File: config.mk
export PLATFORM = sky130hd
export DESIGN_NAME = hu_load_use_idex_flat
export DESIGN_NICKNAME = d
export VERILOG_FILES = /design/src/rtl/hu_load_use_idex_if.sv /design/src/rtl/hu_load_use_idex.sv /design/src/flat_wrapper.sv
export SDC_FILE = /design/constraint.sdc
export NUM_CORES = 1
export LEC_CHECK = 0
export BUFFER_PORTS_ARGS = -buffer_cell sky130_fd_sc_hd__clkbuf_2
export CAP_MARGIN = 40
export CORE_AREA = 10 10 143 145
export CTS_BUF_LIST = sky130_fd_sc_hd__clkbuf_4 sky130_fd_sc_hd__clkbuf_8
export DETAILED_ROUTE_END_ITERATION = 12
export DIE_AREA = 0 0 153 155
export PLACE_DENSITY = 0.91
export SLEW_MARGIN = 20
export SYNTH_ARGS = -nofsm -noshare
export SYNTH_HDL_FRONTEND = slang
export SYNTH_SLANG_ARGS = --single-unit
File: constraint.sdc
create_clock -name clk -period 16.5 [get_ports clk]
set_clock_uncertainty 0.1 [all_clocks]
set_input_delay 4.125 -clock clk [delete_from_list [all_inputs] [get_ports clk]]
set_output_delay 4.125 -clock clk [all_outputs]
set_load 0.05 [all_outputs]
File: src/rtl/hu_load_use_idex_if.sv
// Bundle between decode, writeback, the hazard controller and the execute stage.
// The master side drives decode/writeback/control inputs and observes the
// registered E stage plus stall/flush outputs; the slave side is the ID/EX block.
interface hu_load_use_idex_if #(
    parameter int CTRL_W = 4
);
    // Decode-stage instruction
    logic              valid_D;
    logic [31:0]       PC_reg_D;
    logic [31:0]       rdata1_D;
    logic [31:0]       rdata2_D;
    logic [31:0]       imme_D;
    logic [4:0]        Rs1_D;
    logic [4:0]        Rs2_D;
    logic [4:0]        Rd_D;
    logic              reg_ren_D;
    logic              RegWrite_D;
    logic              MemRead_D;
    logic              MemWrite_D;
    logic              auipc_D;
    logic              ALU_DB_Src_D;
    logic [CTRL_W-1:0] ALU_ctrl_D;

    // Writeback port, used for same-cycle bypass into captured operands
    logic              RegWrite_W;
    logic [4:0]        Rd_W;
    logic [31:0]       rdata_reg_W;

    // Pipeline control inputs
    logic              flush_E;
    logic              stall_ext;

    // Registered execute stage
    logic              valid_E;
    logic [31:0]       PC_reg_E;
    logic [31:0]       rdata1_E;
    logic [31:0]       rdata2_E;
    logic [31:0]       imme_E;
    logic [4:0]        Rs1_E;
    logic [4:0]        Rs2_E;
    logic [4:0]        Rd_E;
    logic              reg_ren_E;
    logic              RegWrite_E;
    logic              MemRead_E;
    logic              MemWrite_E;
    logic              auipc_E;
    logic              ALU_DB_Src_E;
    logic [CTRL_W-1:0] ALU_ctrl_E;

    // Front-end control outputs and statistics
    logic              stall_F;
    logic              stall_D;
    logic              flush_D;
    logic [31:0]       bubble_cnt;

    modport master (
        output valid_D, PC_reg_D, rdata1_D, rdata2_D, imme_D, Rs1_D, Rs2_D, Rd_D,
               reg_ren_D, RegWrite_D, MemRead_D, MemWrite_D, auipc_D, ALU_DB_Src_D,
               ALU_ctrl_D, RegWrite_W, Rd_W, rdata_reg_W, flush_E, stall_ext,
        input  valid_E, PC_reg_E, rdata1_E, rdata2_E, imme_E, Rs1_E, Rs2_E, Rd_E,
               reg_ren_E, RegWrite_E, MemRead_E, MemWrite_E, auipc_E, ALU_DB_Src_E,
               ALU_ctrl_E, stall_F, stall_D, flush_D, bubble_cnt
    );

    modport slave (
        input  valid_D, PC_reg_D, rdata1_D, rdata2_D, imme_D, Rs1_D, Rs2_D, Rd_D,
               reg_ren_D, RegWrite_D, MemRead_D, MemWrite_D, auipc_D, ALU_DB_Src_D,
               ALU_ctrl_D, RegWrite_W, Rd_W, rdata_reg_W, flush_E, stall_ext,
        output valid_E, PC_reg_E, rdata1_E, rdata2_E, imme_E, Rs1_E, Rs2_E, Rd_E,
               reg_ren_E, RegWrite_E, MemRead_E, MemWrite_E, auipc_E, ALU_DB_Src_E,
               ALU_ctrl_E, stall_F, stall_D, flush_D, bubble_cnt
    );
endinterface

File: src/rtl/hu_load_use_idex.sv
// ID/EX pipeline register with integrated load-use hazard control.
// A load in E whose destination is read by the D instruction forces
// LOAD_BUBBLES bubbles into E while F and D are held. Branch redirect from E
// squashes both D and E and wins over everything; an external memory stall
// freezes the whole block. Writeback data landing in the same cycle as capture
// is bypassed into the captured operands.
module hu_load_use_idex #(
    parameter int LOAD_BUBBLES = 1,
    parameter int CTRL_W       = 4
) (
    input  logic               clk,
    input  logic               rst,
    hu_load_use_idex_if.slave  bus
);

    typedef enum logic {
        ST_RUN   = 1'b0,
        ST_STALL = 1'b1
    } state_t;

    typedef enum logic [1:0] {
        LD_CAPTURE = 2'd0,
        LD_BUBBLE  = 2'd1,
        LD_HOLD    = 2'd2
    } load_sel_t;

    // Remaining bubbles after the first one of a hazard sequence
    localparam logic [2:0] CNT_INIT = 3'(LOAD_BUBBLES - 1);

    state_t            state_q, state_d;
    logic [2:0]        cnt_q, cnt_d;
    load_sel_t         load_sel;
    logic              bubble_inc;
    logic [31:0]       bubble_cnt_q, bubble_cnt_d;
    logic              hazard;
    logic              stall_out;

    // E-stage registers
    logic              valid_q;
    logic [31:0]       pc_q;
    logic [31:0]       rdata1_q;
    logic [31:0]       rdata2_q;
    logic [31:0]       imme_q;
    logic [4:0]        rs1_q;
    logic [4:0]        rs2_q;
    logic [4:0]        rd_q;
    logic              reg_ren_q;
    logic              regwrite_q;
    logic              memread_q;
    logic              memwrite_q;
    logic              auipc_q;
    logic              alu_db_src_q;
    logic [CTRL_W-1:0] alu_ctrl_q;

    // Operands with same-cycle writeback bypass applied
    logic              byp1, byp2;
    logic [31:0]       rdata1_byp, rdata2_byp;

    assign hazard = valid_q && memread_q && (rd_q != 5'd0) &&
                    bus.valid_D && bus.reg_ren_D &&
                    ((bus.Rs1_D == rd_q) || (bus.Rs2_D == rd_q));

    assign byp1 = bus.RegWrite_W && (bus.Rd_W != 5'd0) && (bus.Rd_W == bus.Rs1_D);
    assign byp2 = bus.RegWrite_W && (bus.Rd_W != 5'd0) && (bus.Rd_W == bus.Rs2_D);
    assign rdata1_byp = byp1 ? bus.rdata_reg_W : bus.rdata1_D;
    assign rdata2_byp = byp2 ? bus.rdata_reg_W : bus.rdata2_D;

    // FSM state register: RUN/STALL and bubble down-counter
    always_ff @(posedge clk or posedge rst) begin
        if (rst) begin
            state_q <= ST_RUN;
            cnt_q   <= 3'd0;
        end else begin
            state_q <= state_d;
            cnt_q   <= cnt_d;
        end
    end

    // Next-state logic in priority order: flush, external stall, hazard/stall, run
    always_comb begin
        state_d    = state_q;
        cnt_d      = cnt_q;
        load_sel   = LD_CAPTURE;
        bubble_inc = 1'b0;
        if (bus.flush_E) begin
            load_sel = LD_BUBBLE;
            state_d  = ST_RUN;
            cnt_d    = 3'd0;
        end else if (bus.stall_ext) begin
            load_sel = LD_HOLD;
        end else if (state_q == ST_STALL) begin
            // Hazards are not re-evaluated while draining the current sequence
            load_sel   = LD_BUBBLE;
            bubble_inc = 1'b1;
            cnt_d      = cnt_q - 3'd1;
            if (cnt_q == 3'd1) begin
                state_d = ST_RUN;
            end
        end else if (hazard) begin
            load_sel   = LD_BUBBLE;
            bubble_inc = 1'b1;
            if (LOAD_BUBBLES > 1) begin
                state_d = ST_STALL;
                cnt_d   = CNT_INIT;
            end
        end
    end

    // Front-end control outputs, combinational so the hold is zero-latency
    always_comb begin
        stall_out = 1'b0;
        if (!bus.flush_E) begin
            stall_out = bus.stall_ext || (state_q == ST_STALL) || hazard;
        end
    end

    assign bus.stall_F = stall_out;
    assign bus.stall_D = stall_out;
    assign bus.flush_D = bus.flush_E;

    // Bubble statistics counter, wraps naturally at 2^32
    assign bubble_cnt_d = bubble_cnt_q + (bubble_inc ? 32'd1 : 32'd0);

    // Bubble counter register
    always_ff @(posedge clk or posedge rst) begin
        if (rst) begin
            bubble_cnt_q <= 32'd0;
        end else begin
            bubble_cnt_q <= bubble_cnt_d;
        end
    end

    // E-stage register: capture D (invalid D becomes a bubble), insert bubble, or hold
    always_ff @(posedge clk or posedge rst) begin
        if (rst) begin
            valid_q      <= 1'b0;
            pc_q         <= 32'd0;
            rdata1_q     <= 32'd0;
            rdata2_q     <= 32'd0;
            imme_q       <= 32'd0;
            rs1_q        <= 5'd0;
            rs2_q        <= 5'd0;
            rd_q         <= 5'd0;
            reg_ren_q    <= 1'b0;
            regwrite_q   <= 1'b0;
            memread_q    <= 1'b0;
            memwrite_q   <= 1'b0;
            auipc_q      <= 1'b0;
            alu_db_src_q <= 1'b0;
            alu_ctrl_q   <= '0;
        end else if (load_sel == LD_BUBBLE ||
                     (load_sel == LD_CAPTURE && !bus.valid_D)) begin
            valid_q      <= 1'b0;
            pc_q         <= 32'd0;
            rdata1_q     <= 32'd0;
            rdata2_q     <= 32'd0;
            imme_q       <= 32'd0;
            rs1_q        <= 5'd0;
            rs2_q        <= 5'd0;
            rd_q         <= 5'd0;
            reg_ren_q    <= 1'b0;
            regwrite_q   <= 1'b0;
            memread_q    <= 1'b0;
            memwrite_q   <= 1'b0;
            auipc_q      <= 1'b0;
            alu_db_src_q <= 1'b0;
            alu_ctrl_q   <= '0;
        end else if (load_sel == LD_CAPTURE) begin
            valid_q      <= 1'b1;
            pc_q         <= bus.PC_reg_D;
            rdata1_q     <= rdata1_byp;
            rdata2_q     <= rdata2_byp;
            imme_q       <= bus.imme_D;
            rs1_q        <= bus.Rs1_D;
            rs2_q        <= bus.Rs2_D;
            rd_q         <= bus.Rd_D;
            reg_ren_q    <= bus.reg_ren_D;
            regwrite_q   <= bus.RegWrite_D;
            memread_q    <= bus.MemRead_D;
            memwrite_q   <= bus.MemWrite_D;
            auipc_q      <= bus.auipc_D;
            alu_db_src_q <= bus.ALU_DB_Src_D;
            alu_ctrl_q   <= bus.ALU_ctrl_D;
        end
    end

    assign bus.valid_E      = valid_q;
    assign bus.PC_reg_E     = pc_q;
    assign bus.rdata1_E     = rdata1_q;
    assign bus.rdata2_E     = rdata2_q;
    assign bus.imme_E       = imme_q;
    assign bus.Rs1_E        = rs1_q;
    assign bus.Rs2_E        = rs2_q;
    assign bus.Rd_E         = rd_q;
    assign bus.reg_ren_E    = reg_ren_q;
    assign bus.RegWrite_E   = regwrite_q;
    assign bus.MemRead_E    = memread_q;
    assign bus.MemWrite_E   = memwrite_q;
    assign bus.auipc_E      = auipc_q;
    assign bus.ALU_DB_Src_E = alu_db_src_q;
    assign bus.ALU_ctrl_E   = alu_ctrl_q;
    assign bus.bubble_cnt   = bubble_cnt_q;

endmodule
File: src/flat_wrapper.sv
// flat-port wrapper written by rule: the top's interface ports become plain ports
module hu_load_use_idex_flat 
#(
    parameter int LOAD_BUBBLES = 1,
    parameter int CTRL_W       = 4
)
  (clk, rst, bus_valid_D, bus_PC_reg_D, bus_rdata1_D, bus_rdata2_D, bus_imme_D, bus_Rs1_D, bus_Rs2_D, bus_Rd_D, bus_reg_ren_D, bus_RegWrite_D, bus_MemRead_D, bus_MemWrite_D, bus_auipc_D, bus_ALU_DB_Src_D, bus_ALU_ctrl_D, bus_RegWrite_W, bus_Rd_W, bus_rdata_reg_W, bus_flush_E, bus_stall_ext, bus_valid_E, bus_PC_reg_E, bus_rdata1_E, bus_rdata2_E, bus_imme_E, bus_Rs1_E, bus_Rs2_E, bus_Rd_E, bus_reg_ren_E, bus_RegWrite_E, bus_MemRead_E, bus_MemWrite_E, bus_auipc_E, bus_ALU_DB_Src_E, bus_ALU_ctrl_E, bus_stall_F, bus_stall_D, bus_flush_D, bus_bubble_cnt);
  hu_load_use_idex_if #(.CTRL_W(CTRL_W)) bus_i ();
  input  logic clk;
  input  logic rst;
  input wire logic [$bits(bus_i.valid_D)-1:0] bus_valid_D;
  input wire logic [$bits(bus_i.PC_reg_D)-1:0] bus_PC_reg_D;
  input wire logic [$bits(bus_i.rdata1_D)-1:0] bus_rdata1_D;
  input wire logic [$bits(bus_i.rdata2_D)-1:0] bus_rdata2_D;
  input wire logic [$bits(bus_i.imme_D)-1:0] bus_imme_D;
  input wire logic [$bits(bus_i.Rs1_D)-1:0] bus_Rs1_D;
  input wire logic [$bits(bus_i.Rs2_D)-1:0] bus_Rs2_D;
  input wire logic [$bits(bus_i.Rd_D)-1:0] bus_Rd_D;
  input wire logic [$bits(bus_i.reg_ren_D)-1:0] bus_reg_ren_D;
  input wire logic [$bits(bus_i.RegWrite_D)-1:0] bus_RegWrite_D;
  input wire logic [$bits(bus_i.MemRead_D)-1:0] bus_MemRead_D;
  input wire logic [$bits(bus_i.MemWrite_D)-1:0] bus_MemWrite_D;
  input wire logic [$bits(bus_i.auipc_D)-1:0] bus_auipc_D;
  input wire logic [$bits(bus_i.ALU_DB_Src_D)-1:0] bus_ALU_DB_Src_D;
  input wire logic [$bits(bus_i.ALU_ctrl_D)-1:0] bus_ALU_ctrl_D;
  input wire logic [$bits(bus_i.RegWrite_W)-1:0] bus_RegWrite_W;
  input wire logic [$bits(bus_i.Rd_W)-1:0] bus_Rd_W;
  input wire logic [$bits(bus_i.rdata_reg_W)-1:0] bus_rdata_reg_W;
  input wire logic [$bits(bus_i.flush_E)-1:0] bus_flush_E;
  input wire logic [$bits(bus_i.stall_ext)-1:0] bus_stall_ext;
  output wire logic [$bits(bus_i.valid_E)-1:0] bus_valid_E;
  output wire logic [$bits(bus_i.PC_reg_E)-1:0] bus_PC_reg_E;
  output wire logic [$bits(bus_i.rdata1_E)-1:0] bus_rdata1_E;
  output wire logic [$bits(bus_i.rdata2_E)-1:0] bus_rdata2_E;
  output wire logic [$bits(bus_i.imme_E)-1:0] bus_imme_E;
  output wire logic [$bits(bus_i.Rs1_E)-1:0] bus_Rs1_E;
  output wire logic [$bits(bus_i.Rs2_E)-1:0] bus_Rs2_E;
  output wire logic [$bits(bus_i.Rd_E)-1:0] bus_Rd_E;
  output wire logic [$bits(bus_i.reg_ren_E)-1:0] bus_reg_ren_E;
  output wire logic [$bits(bus_i.RegWrite_E)-1:0] bus_RegWrite_E;
  output wire logic [$bits(bus_i.MemRead_E)-1:0] bus_MemRead_E;
  output wire logic [$bits(bus_i.MemWrite_E)-1:0] bus_MemWrite_E;
  output wire logic [$bits(bus_i.auipc_E)-1:0] bus_auipc_E;
  output wire logic [$bits(bus_i.ALU_DB_Src_E)-1:0] bus_ALU_DB_Src_E;
  output wire logic [$bits(bus_i.ALU_ctrl_E)-1:0] bus_ALU_ctrl_E;
  output wire logic [$bits(bus_i.stall_F)-1:0] bus_stall_F;
  output wire logic [$bits(bus_i.stall_D)-1:0] bus_stall_D;
  output wire logic [$bits(bus_i.flush_D)-1:0] bus_flush_D;
  output wire logic [$bits(bus_i.bubble_cnt)-1:0] bus_bubble_cnt;
  assign bus_i.valid_D = bus_valid_D;
  assign bus_i.PC_reg_D = bus_PC_reg_D;
  assign bus_i.rdata1_D = bus_rdata1_D;
  assign bus_i.rdata2_D = bus_rdata2_D;
  assign bus_i.imme_D = bus_imme_D;
  assign bus_i.Rs1_D = bus_Rs1_D;
  assign bus_i.Rs2_D = bus_Rs2_D;
  assign bus_i.Rd_D = bus_Rd_D;
  assign bus_i.reg_ren_D = bus_reg_ren_D;
  assign bus_i.RegWrite_D = bus_RegWrite_D;
  assign bus_i.MemRead_D = bus_MemRead_D;
  assign bus_i.MemWrite_D = bus_MemWrite_D;
  assign bus_i.auipc_D = bus_auipc_D;
  assign bus_i.ALU_DB_Src_D = bus_ALU_DB_Src_D;
  assign bus_i.ALU_ctrl_D = bus_ALU_ctrl_D;
  assign bus_i.RegWrite_W = bus_RegWrite_W;
  assign bus_i.Rd_W = bus_Rd_W;
  assign bus_i.rdata_reg_W = bus_rdata_reg_W;
  assign bus_i.flush_E = bus_flush_E;
  assign bus_i.stall_ext = bus_stall_ext;
  assign bus_valid_E = bus_i.valid_E;
  assign bus_PC_reg_E = bus_i.PC_reg_E;
  assign bus_rdata1_E = bus_i.rdata1_E;
  assign bus_rdata2_E = bus_i.rdata2_E;
  assign bus_imme_E = bus_i.imme_E;
  assign bus_Rs1_E = bus_i.Rs1_E;
  assign bus_Rs2_E = bus_i.Rs2_E;
  assign bus_Rd_E = bus_i.Rd_E;
  assign bus_reg_ren_E = bus_i.reg_ren_E;
  assign bus_RegWrite_E = bus_i.RegWrite_E;
  assign bus_MemRead_E = bus_i.MemRead_E;
  assign bus_MemWrite_E = bus_i.MemWrite_E;
  assign bus_auipc_E = bus_i.auipc_E;
  assign bus_ALU_DB_Src_E = bus_i.ALU_DB_Src_E;
  assign bus_ALU_ctrl_E = bus_i.ALU_ctrl_E;
  assign bus_stall_F = bus_i.stall_F;
  assign bus_stall_D = bus_i.stall_D;
  assign bus_flush_D = bus_i.flush_D;
  assign bus_bubble_cnt = bus_i.bubble_cnt;
  hu_load_use_idex #(.LOAD_BUBBLES(LOAD_BUBBLES), .CTRL_W(CTRL_W)) u_core (.clk(clk), .rst(rst), .bus(bus_i));
endmodule
# --- After elaboration in Yosys (flattened, before gate mapping) ---
# Cells that the tools add are included.
totals:
  out_inout_bits: 189
  input_bits: 196
  word_cells: 96
  regBits: 190
op_classes:
  n_reduce_logical: 20
  n_mux: 49
  eq_ne: 7
  addsub: 2
ops:
  columns: ["operator", "n"]
  rows:
  - ["$mux W32", 10]
  - ["$add A32 B32 Y32", 1]
  - ["$mux W5", 6]
  - ["$mux W1", 25]
  - ["$eq A5 B5 Y1", 4]
  - ["$reduce_bool A5 Y1", 2]
  - ["$logic_and A1 B1 Y1", 9]
  - ["$mux W3", 3]
  - ["$mux W4", 2]
  - ["$mux W2", 3]
  - ["$logic_or A1 B1 Y1", 4]
  - ["$reduce_bool A2 Y1", 2]
  - ["$eq A3 B1 Y1 const B", 1]
  - ["$sub A3 B1 Y3 const B", 1]
  - ["$eq A2 B1 Y1 const B", 1]
  - ["$logic_not A2 Y1", 1]
  - ["$ne A2 B2 Y1 const B", 1]
  - ["$reduce_and A2 Y1", 1]
  - ["$logic_not A1 Y1", 1]

# --- Logic depth before layout (Yosys ltp) ---
# Gate-level depths: netlist of run 1.
logic_depth:
  depth_word: 13
  depth_mapped: 13
  mapped_depth_nobuf: 12

# --- Worst setup path before layout of run 1 ---
# Ideal clock, no wire load.
synth_timing:
  path_type: "input to output"
  startpoint: "input port bus_Rs1_D[4]"
  endpoint: "output port bus_stall_F"
  path_buffers: 1
  path_slack_ps: 6446
  required_ps: 12275
  stages: 6
  arrival_ps: 5829
  path_cell_list: "xnor2_1 -> nand3_1 -> o22ai_1 -> a21oi_1 -> a21oi_1 -> buf_4"
synth_between:
  elab_chain_len: 5
synth_rtl:
  columns: ["item", "line", "rtl"]
  rows:
  - ["start: declaration", "flat_wrapper.sv:16", "input wire logic [$bits(bus_i.Rs1_D)-1:0] bus_Rs1_D;"]
  - ["$eq A5 B5 Y1", "hu_load_use_idex.sv:61", "((bus.Rs1_D == rd_q) || (bus.Rs2_D == rd_q));"]
  - ["$logic_or A1 B1 Y1", "hu_load_use_idex.sv:61", null]
  - ["$logic_and A1 B1 Y1", "hu_load_use_idex.sv:60", "bus.valid_D && bus.reg_ren_D &&"]
  - ["$logic_or A1 B1 Y1", "hu_load_use_idex.sv:113", "stall_out = bus.stall_ext || (state_q == ST_STALL) || hazard;"]
  - ["$mux W1", "hu_load_use_idex.sv:112", "if (!bus.flush_E) begin"]
  - ["end: declaration", "flat_wrapper.sv:46", "output wire logic [$bits(bus_i.stall_F)-1:0] bus_stall_F;"]
# No other way between the ends.

# --- Final worst setup path of run 1 ---
layout_timing:
  startpoint: "input port bus_Rs2_D[4]"
  endpoint: "output port bus_stall_D"
layout_between:
  elab_chain_len: 5
layout_rtl:
  columns: ["item", "line", "rtl"]
  rows:
  - ["start: declaration", "flat_wrapper.sv:17", "input wire logic [$bits(bus_i.Rs2_D)-1:0] bus_Rs2_D;"]
  - ["$eq A5 B5 Y1", "hu_load_use_idex.sv:61", null]
  - ["$logic_or A1 B1 Y1", "hu_load_use_idex.sv:61", null]
  - ["$logic_and A1 B1 Y1", "hu_load_use_idex.sv:60", null]
  - ["$logic_or A1 B1 Y1", "hu_load_use_idex.sv:113", null]
  - ["$mux W1", "hu_load_use_idex.sv:112", null]
  - ["end: declaration", "flat_wrapper.sv:47", "output wire logic [$bits(bus_i.stall_D)-1:0] bus_stall_D;"]
# No other way between the ends.

==> results.md, run 1 <==
- Hold_buf cts: 0
- Run status: complete, no violations
- Min cycle time layout: between 9000 and 10000 ps
- Gr usage total: 0.216
- Gate Count Post-Synth: 665
- Area after DPL: between 10000 and 15000 µm²
- Row cnt: between 40 and 50
- # clock sinks: between 150 and 200
- WP data required: 12270 ps
- Setup TNS Final: 0 ps
- Worst Path Max Fanout: 3
- Crit path DAT: about 5600 ps
- Largest net degree at the start of global routing: 118
- First-pass GRT wire length: 41.4 mm
- Final setup fails: 0
- Routability congestion estimate from global placement: slightly above 0.9
- Max VDD drop: about 0.05 mV
- Global route overflow: 0
- Worst Hold Class: flop to flop
- Commonest non-fill, non-tap cell in the layout: clkbuf_2
- Seq/Total Area, Yosys: 0.594
- R2r startpoint: u_core.bus.Rd_E[4]
- Fmax: 102 MHz
- Slew Viols, Final: 0
- Inserted Diodes: 0
- Wire per inst: roughly 21 µm
- PortBufs: roughly 380
- Slew @ Worst Pin: just over 600 ps
- CTS tree: built
- Hold Path Depth: 1
- Layout Utilization: 0.600
- Hold Path End: u_core.bus.bubble_cnt[31]
- Initial antenna violation count: 0
- Number of global-route vias before repair: around 7.3k
- Number of antenna-violating nets in the routed design: 0
- Fill count: approximately 1.4k
- Lkg Pwr: 5.54 nW
- Reg2reg end: u_core.bus.bubble_cnt[31]
- Die boundary height: between 150 and 200 µm
- Post_cts resized: 0
- Fin crit share: 0.596
- Synthesized area: ~8000 µm²
- Syn Area/Cell: approximately 12 µm²
- Reg2Reg Depth: 11
- Final-report hold violation count: 0
- Clk_lat worst skew: about 450 ps
- # Max-Cap Violations: 0
- Post-DP HPWL: ~21 mm
- Maximum clock insertion buffer count: 2
- Post-route cell area: between 10000 and 15000 µm²
- Horiz. Die Dim: 153 µm
- Drt drc: 0
- Final Worst Setup Slack: approximately 6700 ps
- Root Driver: clkbuf_8
- P per Cell Area: a little over 90 nW/µm²
- Place WS: about 6700 ps
- Share of post-route cells with drive strength above 1: 0.419
- Critical path startpoint category: input port
- Post-CTS Setup Bufs: 0
- Via count: ~6.7k
- Die area: 23700 µm²
- Core ar.: between 15000 and 20000 µm²
- Nets: 1233
- TritonCTS Buffers: 17
- Pwr Total: 0.000964 W
- Hold Startpoint: u_core.bus.bubble_cnt[31]
- Total Wirelength: 26.4 mm
- Max-slew headroom: 0.587
- Clock Pin Slew Worst Setup and Hold Paths: 110 ps
- Via/cell ratio: between 5 and 6
- Starting Density: 0.453
- FF-to-FF setup slack: 12920 ps
- Most frequent cells in the layout: 384 x clkbuf_2, 190 x dfrtp_1, 89 x a22o_1
- Synthesized Nets: ~870
- Initial DRC count: about 430
- Worst Setup End Kind: output pin
- Initial DRT Pass Iterations: 4
- IO Pins: ~390
- #FFs+latches synth: 190
- Critical path class: input port to output pin
- H-tree depth: 4
- YS warnings: 0
- Synth cell types: 35
- RSZ-0062 raised after global routing: false
- Layout area overhead: 32.5%
[per-stage QoR]
step / hold WS (ps) / instances
finish: 380 / 1275
global route: 409 / 1275
CTS: 381 / 1274
detailed placement: 366 / 1242
global placement: 360 / 1238
floorplan: 406 / 665
[cell type report]
class	instances	area, µm²	area share
sequential	190	4750	0.448
multi-input combinational	424	3020	0.285
timing repair buffer	395	2080	0.196
tap	229	287	0.0270
clock buffer	18	248	0.0234
clock inverter	14	189	0.0178
inverter	5	26.3	0.00248
[registers in the layout (all words and copies together), names as in the netlist]
name,count
u_core.bus.bubble_cnt,32
u_core.bus.RegWrite_E,1
u_core.cnt_q,3
u_core.bus.MemWrite_E,1
u_core.bus.ALU_ctrl_E,4
u_core.bus.Rd_E,5
u_core.bus.PC_reg_E,32
u_core.bus.rdata2_E,32
u_core.bus.rdata1_E,32
u_core.bus.ALU_DB_Src_E,1
u_core.bus.Rs2_E,5
u_core.bus.auipc_E,1
u_core.bus.Rs1_E,5
u_core.bus.reg_ren_E,1
u_core.bus.imme_E,32
u_core.state_q,1
u_core.bus.MemRead_E,1
u_core.bus.valid_E,1
[power breakdown]
group / switching, W / leakage [nW] / total [W] / internal [W]
sequential: 0.00000992 / 2.60 / 0.000490 / 0.000480
combinational: 0.000105 / 2.72 / 0.000151 / 0.0000458
clock: 0.000189 / 0.218 / 0.000324 / 0.000135
[worst max-delay path, cell delays in order]
cell and delay, ps:
clkbuf_2 120, xnor2_1 170, nand3_1 100, o22ai_1 370
a21oi_1 160, a21oi_1 240, clkbuf_2 320
[worst max-delay path by stage]
stage / start / to / slack [ps] / depth (start not counted)
6_report: bus_Rs2_D[4] / bus_stall_D / 6670 / 7
2_1_floorplan: bus_Rs1_D[4] / bus_stall_F / 6450 / 6
5_1_grt: bus_Rs1_D[4] / bus_stall_D / 6550 / 7
3_5_place_dp: bus_Rs2_D[4] / bus_stall_D / 6720 / 7
3_3_place_gp: bus_Rs2_D[4] / bus_stall_D / 6710 / 7
4_1_cts: bus_Rs1_D[4] / bus_stall_D / 6710 / 7
[cell usage after synthesis, drive strengths merged]
cell type	count	share of area
dfrtp	190	0.59
a22o	89	0.097
nand2	82	0.039
o21ai	66	0.042
mux2i	64	0.080
xnor2	32	0.035
clkbuf	29	0.014
xor2	19	0.021
buf	17	0.015
nand3	17	0.011
nor2	13	0.0061
nand4	6	0.0047
and3	5	0.0039
inv	5	0.0023
nor3	5	0.0038
a21oi	4	0.0025
and4	4	0.0044
ha	4	0.0063
nor4	3	0.0080
nor2b	2	0.0016
or3	2	0.0022
a211oi	1	0.00094
a21bo	1	0.0013
a21boi	1	0.00094
nand2b	1	0.00078
nor4b	1	0.0011
o22ai	1	0.00078
or4	1	0.00094
[logic make-up after synthesis]
| group | after synthesis | share of synthesized area |
|---|---|---|
| AO/OA/AOI/OAI | 163 | 0.146 |
| flip-flops | 190 | 0.594 |
| buffers and inverters | 51 | 0.0305 |
| XOR/XNOR | 51 | 0.0558 |
| adder cells (fa/ha/maj) | 4 | 0.00626 |
| AND/OR/NAND/NOR | 142 | 0.0874 |
| multiplexers | 64 | 0.0801 |
[metal layers]
| layer | track usage | vias up | part of all wire | wire, µm |
|---|---|---|---|---|
| met2 | 0.361 | 339 | 0.50 | 13100 |
| li1 | - | 3101 | - | - |
| met4 | 0.0786 | 0 | 0.029 | 769 |
| met3 | 0.0761 | 46 | 0.089 | 2340 |
| met1 | 0.253 | 3234 | 0.39 | 10200 |
| met5 | 0 | - | 0 | 0 |
Note: power is estimated with default switching activity, not from simulation.
==> run 2: changes to the inputs <==
--- a/config.mk
+++ b/config.mk
@@ -7,11 +7,11 @@
 export LEC_CHECK = 0
 export BUFFER_PORTS_ARGS = -buffer_cell sky130_fd_sc_hd__clkbuf_2
 export CAP_MARGIN = 40
-export CORE_AREA = 10 10 143 145
+export CORE_MARGIN = 10
+export CORE_UTILIZATION = 48
 export CTS_BUF_LIST = sky130_fd_sc_hd__clkbuf_4 sky130_fd_sc_hd__clkbuf_8
 export DETAILED_ROUTE_END_ITERATION = 12
-export DIE_AREA = 0 0 153 155
-export PLACE_DENSITY = 0.91
+export PLACE_DENSITY = 0.95
 export SLEW_MARGIN = 20
 export SYNTH_ARGS = -nofsm -noshare
 export SYNTH_HDL_FRONTEND = slang
==> constraint.sdc (replaced) <==
create_clock -name clk -period 10.1 [get_ports clk]
set_clock_uncertainty 0.1 [all_clocks]
set_input_delay 2.525 -clock clk [delete_from_list [all_inputs] [get_ports clk]]
set_output_delay 2.525 -clock clk [all_outputs]
set_load 0.05 [all_outputs]
==> run 2 against run 1 <==
Design area down 0.77%; count of clock-buffer cells in the layout unchanged; sequential power up 63%; non-clock buffer count down 1; sequential cell count unchanged; hold slack better by 7.4 ps; final cell count down 0.78%; register-to-register slack worse by 6400 ps; die area down 6.3%; utilization up 3.8 points; largest cell class unchanged; critical path depth unchanged; combinational power up 62%.
==> results.md, run 2 (synthesized netlist as in run 1, its figures left out) <==
- Total Wirelength: 25.9 mm (-2.1%)
- Initial DRT Pass Iterations: 5 (+1)
- Final setup fails: 0 (unchanged)
- IO Pins: 385 (unchanged)
- Largest net degree at the start of global routing: 78 (-34%)
- Inserted Diodes: 0 (unchanged)
- Register Area: 4750 µm² (unchanged)
- Nets: 1232 (-0.081%)
- Worst Path Max Fanout: 3 (unchanged)
- Number of global-route vias before repair: 7216 (-1.1%)
- Area after DPL: 10100 µm² (about the same)
- Routability congestion estimate from global placement: 0.933 (+2.0%)
- Critical path class: input port to output pin
- Drt drc: 0 (unchanged)
- H-tree depth: 4 (unchanged)
- Fill count: 1215 (-14%)
- Via count: 6827 (+1.6%)
- Pwr Total: 0.00153 W (+58%)
- Worst Setup End Kind: output pin
- Number of antenna-violating nets in the routed design: 0 (unchanged)
- Max-slew headroom: 0.462 (-0.125)
- Min cycle time layout: about 6700 ps
- Fin crit share: 0.664
- Most frequent cells in the layout: 384 x clkbuf_2, 190 x dfrtp_1, 89 x a22o_1
- WP data required: 7480 ps (-4790 ps)
- Core ar.: 16500 µm² (-6.7%)
- Slew @ Worst Pin: 808 ps (+188 ps)
- Share of post-route cells with drive strength above 1: 0.418 (-0.000556)
- Initial DRC count: 337 (-22%)
- TritonCTS Buffers: 17 (unchanged)
- Maximum clock insertion buffer count: 2 (unchanged)
- Worst Hold Class: flop to flop
- Die area: 22200 µm² (-6.3%)
- Fmax: 149 MHz
- Post-route cell area: 10500 µm² (-0.77%)
- RSZ-0062 raised after global routing: false
- Post_cts resized: 0 (unchanged)
- Lkg Pwr: 5.51 nW (-0.57%)
- Crit path DAT: 4080 ps (-1530 ps)
- Gr usage total: 0.226 (+0.0100)
- Clock Pin Slew Worst Setup and Hold Paths: 110 ps (about the same)
- Wire per inst: 20.5 µm (-1.3%)
- Horiz. Die Dim: 149 µm (-2.5%)
- Global route overflow: 0 (unchanged)
- Critical path startpoint category: input port
- Post-DP HPWL: 20.4 mm (-1.5%)
- Final-report hold violation count: 0 (unchanged)
- # Max-Cap Violations: 0 (unchanged)
- Commonest non-fill, non-tap cell in the layout: clkbuf_2
- Die boundary height: 149 µm (-3.8%)
- # clock sinks: 190 (unchanged)
- Layout area overhead: 31.5%
- Hold_buf cts: 0 (unchanged)
- Run status: complete, no violations
- Initial antenna violation count: 1 (+1)
- PortBufs: 384 (unchanged)
- First-pass GRT wire length: 40.0 mm (-3.2%)
- Starting Density: 0.486 (+0.0328)
- Multi-input gate area: 3020 µm² (unchanged)
- Via/cell ratio: 5.40 (+2.4%)
- Row cnt: 47 (-4.1%)
- P per Cell Area: 145 nW/µm² (+60%)
- Max VDD drop: 0.0999 mV (+100%)
- Setup TNS Final: 0 ps (unchanged)
- Clk_lat worst skew: 450 ps (about the same)
- Post-CTS Setup Bufs: 0 (unchanged)
- Root Driver: clkbuf_8
- FF-to-FF setup slack: 6570 ps (-6350 ps)
- Slew Viols, Final: 0 (unchanged)
- CTS tree: built
## run 2: worst max-delay path, stage by stage
cell and delay, ps:
clkbuf_2 110, xnor2_1 150, nand3_1 100, o22ai_1 400
a21oi_1 180, a21oi_1 270, clkbuf_2 330
## run 2: cell type report
class / count / share of cell area
flip-flops and latches: 190 / 0.452
repair buffers: 394 / 0.196
well taps: 220 / 0.0262
clock buffers: 18 / 0.0230
clock inverters: 14 / 0.0136
inverters: 5 / 0.00226
multi-input cells: 424 / 0.287
## run 2: power by group
| part | switching [W] | internal [W] | leakage (nW) | total, W |
|---|---|---|---|---|
| registers | 0.0000156 | 0.000784 | 2.60 | 0.000799 |
| clock network | 0.000295 | 0.000188 | 0.196 | 0.000483 |
| logic | 0.000171 | 0.0000741 | 2.71 | 0.000245 |
| total | 0.000481 | 0.00105 | 5.51 | 0.00153 |
## run 2: worst paths after layout
path	start	endpoint	cells after the start
setup reg to reg	u_core.bus.Rd_E[4]	u_core.bus.bubble_cnt[31]	11
hold / removal	u_core.bus.rdata1_E[15]	u_core.bus.rdata1_E[15]	2
hold reg to reg	u_core.bus.rdata1_E[15]	u_core.bus.rdata1_E[15]	2
min in group asynchronous	rst	u_core.bus.PC_reg_E[12]	2
max in group asynchronous	rst	u_core.bus.rdata2_E[22]	4
setup / recovery	bus_Rs1_D[4]	bus_stall_D	7
## run 2: metal layers
| metal | up-vias | part of all wire | routed length, µm | track usage |
|---|---|---|---|---|
| li1 | 3099 | - | - | - |
| met1 | 3300 | 0.38 | 9740 | 0.260 |
| met2 | 369 | 0.50 | 12800 | 0.371 |
| met3 | 57 | 0.095 | 2450 | 0.0862 |
| met4 | 2 | 0.032 | 841 | 0.0947 |
| met5 | - | 0.00042 | 11 | 0 |
## run 2: per-stage QoR
stage          setup slack, ps  hold slack, ps  utilization  std cells
2_1_floorplan             2300             406            -        665
4_1_cts                   3410             393        0.639       1265
3_5_place_dp              3420             369        0.616       1233
5_1_grt                   3260             404        0.639       1265
6_report                  3400             387        0.639       1265
3_3_place_gp              3570             362        0.610       1229
